File: src/rtl/stopwatch_ctrl.sv
// rtl/stopwatch_ctrl.sv - run/pause/load sequencer for a chain of external BCD digit counters
//
// Purpose:
//   Drives a cascade of DIGITS external BCD counters. It sequences count
//   enables on each tick and detects terminal count. It presets the counters
//   one digit per cycle over a shared 4-bit number bus.
//
// Ports:
//   clk          system clock, rising edge
//   rst          synchronous active-high reset
//   tick         count-rate strobe (one cycle, spaced >= 2 cycles apart)
//   start_stop   pulse, toggles run / pause
//   clear        pulse, preset counters to all zeros
//   load         pulse, preset counters to load_value
//   load_value   BCD preset, nibble i is digit i
//   mode         count direction sampled at run start, 1 = up
//   digits       readback of counter values, nibble i is digit i
//   cnt_enable   per-digit count enable (one cycle after a tick)
//   cnt_up_down  latched count direction, 1 = up
//   cnt_set      per-digit set strobe, at most one bit high
//   bus_out      nibble driven onto the number bus
//   bus_oe       number bus drive enable
//   running      high while counting
//   busy         high while presetting
//   done         one-cycle pulse on terminal count

module stopwatch_ctrl #(
  parameter int DIGITS = 4
) (
  input  logic                  clk,
  input  logic                  rst,
  input  logic                  tick,
  input  logic                  start_stop,
  input  logic                  clear,
  input  logic                  load,
  input  logic [4*DIGITS-1:0]   load_value,
  input  logic                  mode,
  input  logic [4*DIGITS-1:0]   digits,
  output logic [DIGITS-1:0]     cnt_enable,
  output logic                  cnt_up_down,
  output logic [DIGITS-1:0]     cnt_set,
  output logic [3:0]            bus_out,
  output logic                  bus_oe,
  output logic                  running,
  output logic                  busy,
  output logic                  done
);

  typedef enum logic [2:0] {
    S_IDLE,
    S_RUN,
    S_PAUSE,
    S_LOAD,
    S_DONE
  } state_t;

  state_t state;

  // Operand nibbles not yet driven; shifted down one digit per LOAD cycle so
  // the next digit to drive is always in the low nibble.
  logic [4*DIGITS-1:0] operand;

  logic [4*DIGITS-1:0] clamped;
  logic [4*DIGITS-1:0] load_src;
  logic [DIGITS-1:0]   cascade;
  logic                all_nine;
  logic                all_zero;
  logic                terminal;
  logic                idle_like;
  logic                enter_load;
  logic                start_run;
  logic                pause_run;
  logic                count_tick;

  // Clamp each preset nibble to a legal BCD digit.
  always_comb begin
    clamped = '0;
    for (int i = 0; i < DIGITS; i++) begin
      clamped[4*i +: 4] = (load_value[4*i +: 4] > 4'd9) ? 4'd9 : load_value[4*i +: 4];
    end
  end

  // Clear wins over load, so a clear always presets zeros.
  assign load_src = clear ? '0 : clamped;

  // Ripple-carry style enable cascade: digit i counts only when every lower
  // digit is at its wrap value for the latched direction.
  always_comb begin
    cascade  = '0;
    all_nine = 1'b1;
    all_zero = 1'b1;
    cascade[0] = 1'b1;
    for (int i = 1; i < DIGITS; i++) begin
      cascade[i] = cascade[i-1] &
                   (cnt_up_down ? (digits[4*(i-1) +: 4] == 4'd9)
                                : (digits[4*(i-1) +: 4] == 4'd0));
    end
    for (int i = 0; i < DIGITS; i++) begin
      all_nine = all_nine & (digits[4*i +: 4] == 4'd9);
      all_zero = all_zero & (digits[4*i +: 4] == 4'd0);
    end
  end

  assign terminal = cnt_up_down ? all_nine : all_zero;

  // Event decode with priority clear > start_stop > load. LOAD is absent from
  // every term, so all events are ignored while presetting.
  assign idle_like  = (state == S_IDLE) || (state == S_PAUSE) || (state == S_DONE);
  assign enter_load = (clear && (idle_like || state == S_RUN)) ||
                      (idle_like && load && !start_stop);
  assign start_run  = idle_like && !clear && start_stop;
  assign pause_run  = (state == S_RUN) && !clear && start_stop;
  // A tick coinciding with start_stop is dropped because pause wins.
  assign count_tick = (state == S_RUN) && !clear && !start_stop && tick;

  always_ff @(posedge clk) begin
    if (rst) begin
      state       <= S_IDLE;
      operand     <= '0;
      cnt_enable  <= '0;
      cnt_up_down <= 1'b0;
      cnt_set     <= '0;
      bus_out     <= 4'd0;
      bus_oe      <= 1'b0;
      running     <= 1'b0;
      busy        <= 1'b0;
      done        <= 1'b0;
    end else begin
      // Enables and done are single-cycle strobes.
      cnt_enable <= '0;
      done       <= 1'b0;

      if (enter_load) begin
        // Digit 0 goes out on the first LOAD cycle directly from the source;
        // the remaining digits are latched for the following cycles.
        state   <= S_LOAD;
        operand <= load_src >> 4;
        cnt_set <= DIGITS'(1);
        bus_out <= load_src[3:0];
        bus_oe  <= 1'b1;
        busy    <= 1'b1;
        running <= 1'b0;
      end else if (start_run) begin
        state       <= S_RUN;
        cnt_up_down <= mode;
        running     <= 1'b1;
      end else if (pause_run) begin
        state   <= S_PAUSE;
        running <= 1'b0;
      end else if (count_tick) begin
        if (terminal) begin
          state   <= S_DONE;
          running <= 1'b0;
          done    <= 1'b1;
        end else begin
          cnt_enable <= cascade;
        end
      end else if (state == S_LOAD) begin
        if (cnt_set[DIGITS-1]) begin
          // Last digit has been set; release the bus.
          state   <= S_IDLE;
          cnt_set <= '0;
          bus_out <= 4'd0;
          bus_oe  <= 1'b0;
          busy    <= 1'b0;
        end else begin
          cnt_set <= cnt_set << 1;
          bus_out <= operand[3:0];
          operand <= operand >> 4;
        end
      end else if (!idle_like && state != S_RUN) begin
        // Unreachable encodings recover to IDLE.
        state <= S_IDLE;
      end
    end
  end

endmodule

File: config.mk
export PLATFORM = sky130hd
export DESIGN_NAME = stopwatch_ctrl
export DESIGN_NICKNAME = d
export VERILOG_FILES = /design/src/rtl/stopwatch_ctrl.sv
export SDC_FILE = /design/constraint.sdc
export NUM_CORES = 1
export LEC_CHECK = 0
export BUFFER_PORTS_ARGS = -buffer_cell sky130_fd_sc_hd__buf_2
export CAP_MARGIN = 10
export CORE_MARGIN = 4
export CORE_UTILIZATION = 45
export CTS_BUF_LIST = sky130_fd_sc_hd__clkbuf_4 sky130_fd_sc_hd__clkbuf_8 sky130_fd_sc_hd__clkbuf_16
export CTS_CLUSTER_SIZE = 24
export DETAILED_ROUTE_END_ITERATION = 16
export PLACE_DENSITY = 0.68
export REMOVE_ABC_BUFFERS = 1
export SYNTH_ARGS = -nofsm -noshare
export SYNTH_HDL_FRONTEND = slang
export SYNTH_SLANG_ARGS = --single-unit
File: constraint.sdc
create_clock -name clk -period 3.28 [get_ports clk]
set_input_delay 0.492 -clock clk [delete_from_list [all_inputs] [get_ports clk]]
set_output_delay 0.492 -clock clk [all_outputs]
set_load 0.05 [all_outputs]
==> reports/results.tsv <==
stage	metric	value	unit
yosys	synth_warnings	0	
yosys	synth_edf_count	0	
yosys	synth_top_area_share	35.5	%
yosys	syn_avg_cell_area	8.65	µm²
run_status	status	finished clean	
timing	hold_viol	0	
timing	tns	0	ns
timing	setup_viol_count_final	0	
timing	finalCriticalPeriod	1.86	ns
clock_network	clk_pin_slew	0.06	ns
place	globalplace.congestion	0.826	
timing	rsz0062_at_grt	false	
global_route	grt_max_degree	19	
timing	fin_crit_sh	56.8	%
setup_path	critPathLaunchType	flop	
route	ant_nets	0	
setup_path	arrival	2.05	ns
min_path	min_path_type	primary input to flop	
global_route	grt_pass1_wl	7.32	mm
clock_network	cts-resized-gates	0	
setup_path	cp.required	3.47	ns
clock_network	hold_buffers	0	
route	vias	1725	
route	route.detailed.drc	0	
yosys	ys.flop_type	dfxtp_1	
final_layout	fillers	377	
yosys	syn-instance-count	202	
power_and_ir_drop	p_leak	0.838	nW
clock_network	clk_latency	0.28	ns
die	dieArea	4940	µm²
die	ioPinCount	56	
flow_run	cap_violations	0	
yosys	synth-seq-area-share	35.5	%
place	port_buffers	55	
final_layout	fin_cells	299	
die	die_w	70.3	µm
power_and_ir_drop	internal_power	676	µW
final_layout	area_growth_syn_to_layout	19.9	%
yosys	yosys.area.top_type	dfxtp_1	
clock_network	cts_sinks	31	
setup_path	cp_max_fo	18	
global_route	grt_antenna_before_repair	0	
die	die_h	70.3	µm
die	fp-row-count	22	
global_route	grt_pass1_vias	1673	
setup_path	worstSetupPathType	flop to flop	
route	viasPerCell	5.77	
timing	worst_pin_slew	0.547	ns
clock_network	clock_path_buffers	2	
setup_path	end_kind	flop	
power_and_ir_drop	pwr-share-seq	44.2	%
timing	fin_worst_skew	0.00288	ns
power_and_ir_drop	power_switching	293	µW
timing	fmax	0.537	GHz
yosys	ys_ff_latch	31	
clock_network	post_cts_buffers	0	
die	placeableCoreArea	3720	µm²
clock_network	cts_buffers	5	
yosys	async_reset_ff_share	0	%
clock_network	cts_tree	yes	
global_route	grt_overflow	0	
place	dp.cells	291	
die	initial_core_util	47.0	%
route	first_iter_violations	120	
timing	slew_headroom	63.6	%
final_layout	final_area	2090	µm²
final_layout	final_util	56.4	%
yosys	synthTopCellsByArea	dfxtp_1 36%, a21oi_1 6.0%, nand3b_1 4.3%	
place	hpwl	3.10	mm
route	wl_per_cell	14.0	µm
power_and_ir_drop	comb_power_share	21.5	%
power_and_ir_drop	power_density	462	nW/µm²
final_layout	nets	289	
place	placed_cell_area	1990	µm²
power_and_ir_drop	switching_share	30.2	%
route	routed_wl	4.19	mm
power_and_ir_drop	peakVddDrop	0.220	mV
global_route	grt_usage	18.3	%
route	drt_first_pass_iters	4	
yosys	syn_area	1750	µm²
final_layout	antenna_cells	0	
yosys	synth.distinct_cells	52	
clock_network	htreeDepth	2	
timing	drv_slew	0	
clock_network	root_buffer	clkbuf_8	
power_and_ir_drop	power_frac_clock	34.3	%
final_layout	drive_gt1_share	31.5	%
## per-layer routing
metal | share of wire (%) | routed length, µm | global-route usage, % | vias to the layer above
met2 | 44 | 1860 | 28.8 | 60
met3 | 8.2 | 345 | 5.90 | 6
met5 | 0 | 0 | 0 | -
met1 | 46 | 1910 | 22.7 | 802
li1 | - | - | - | 857
met4 | 1.6 | 68 | 7.66 | 0
## registers in the layout (all words and copies together), names as in the netlist
signal,cells
operand,12
done,1
cnt_set,4
bus_out,4
state,3
cnt_up_down,1
busy,1
running,1
cnt_enable,4
## cells in the final DEF (no fill, tap or decap), types with 7 or more instances in the layout
cell type / instances
nand2_1: 8
inv_1: 7
o31ai_1: 8
buf_2: 55
a21oi_1: 21
clkbuf_8: 7
dfxtp_1: 31
nor3_1: 7
nand3b_1: 10
nor2_1: 14
o21ai_0: 14
nand3_1: 7
## synthesized netlist by cell type (2+ instances only)
| master | count |
|---|---|
| clkbuf_1 | 3 |
| o31ai_1 | 8 |
| nor2_1 | 14 |
| a21oi_1 | 21 |
| a32oi_1 | 5 |
| a22oi_1 | 5 |
| nand3_1 | 7 |
| o21a_1 | 2 |
| nand2_1 | 8 |
| nand3b_1 | 10 |
| nor4_1 | 2 |
| buf_2 | 3 |
| and3_1 | 5 |
| buf_4 | 5 |
| or2_2 | 2 |
| nor3_1 | 7 |
| dfxtp_1 | 31 |
| a31oi_1 | 3 |
| o21ai_0 | 14 |
| buf_6 | 2 |
| o22ai_1 | 2 |
| nand2b_1 | 4 |
| o211ai_1 | 4 |
| inv_1 | 7 |
## worst max-delay path, cell delays in order (launching register included)
cell       delay (ns)
dfxtp_1          0.64
inv_2            0.13
o221ai_4         0.49
nand2_2          0.18
a2111oi_4        0.33
## power by group through the flow
stage,sequential (mW),combinational [mW],clock [mW]
after floorplan,0.468,0.105,0
after global placement,0.435,0.206,0
after detailed placement,0.435,0.208,0
after CTS,0.427,0.209,0.342
after global routing,0.432,0.230,0.355
final,0.428,0.208,0.332
## final cells by class
cell class	instances	area [µm²]	area share, %
flip-flops and latches	31	621	29.6
repair buffers	55	275	13.1
multi-input cells	149	1000	48.0
clock buffers	8	104	4.96
well taps	48	60.1	2.87
inverters	8	30.0	1.43
## metrics by stage
step	setup WS, ns	power [mW]	hold WS, ns
after global placement	1.32	0.641	0.463
after CTS	1.41	0.978	0.461
final	1.42	0.968	0.465
after global routing	1.26	1.02	0.479
after detailed placement	1.29	0.643	0.464
after floorplan	1.58	0.573	0.441
## cell families (layout without fill, tap and decap cells)
family | Yosys count | after routing | share of synthesized area [%]
flip-flops | 31 | 31 | 35.5
multiplexers | 1 | 1 | 0.573
AND/OR/NAND/NOR | 71 | 71 | 24.3
buffers and inverters | 22 | 71 | 6.95
AO/OA/AOI/OAI | 77 | 77 | 32.7
## worst paths after layout
check	startpoint	endpoint	slack, ns	depth (start not counted)
setup reg to reg	state[0]	running	1.42	4
setup / recovery	state[0]	running	1.42	4
hold reg to reg	cnt_set[1]	cnt_set[1]	0.47	2
hold / removal	mode	cnt_up_down	0.47	3
Note: power is estimated with default switching activity, not from simulation.
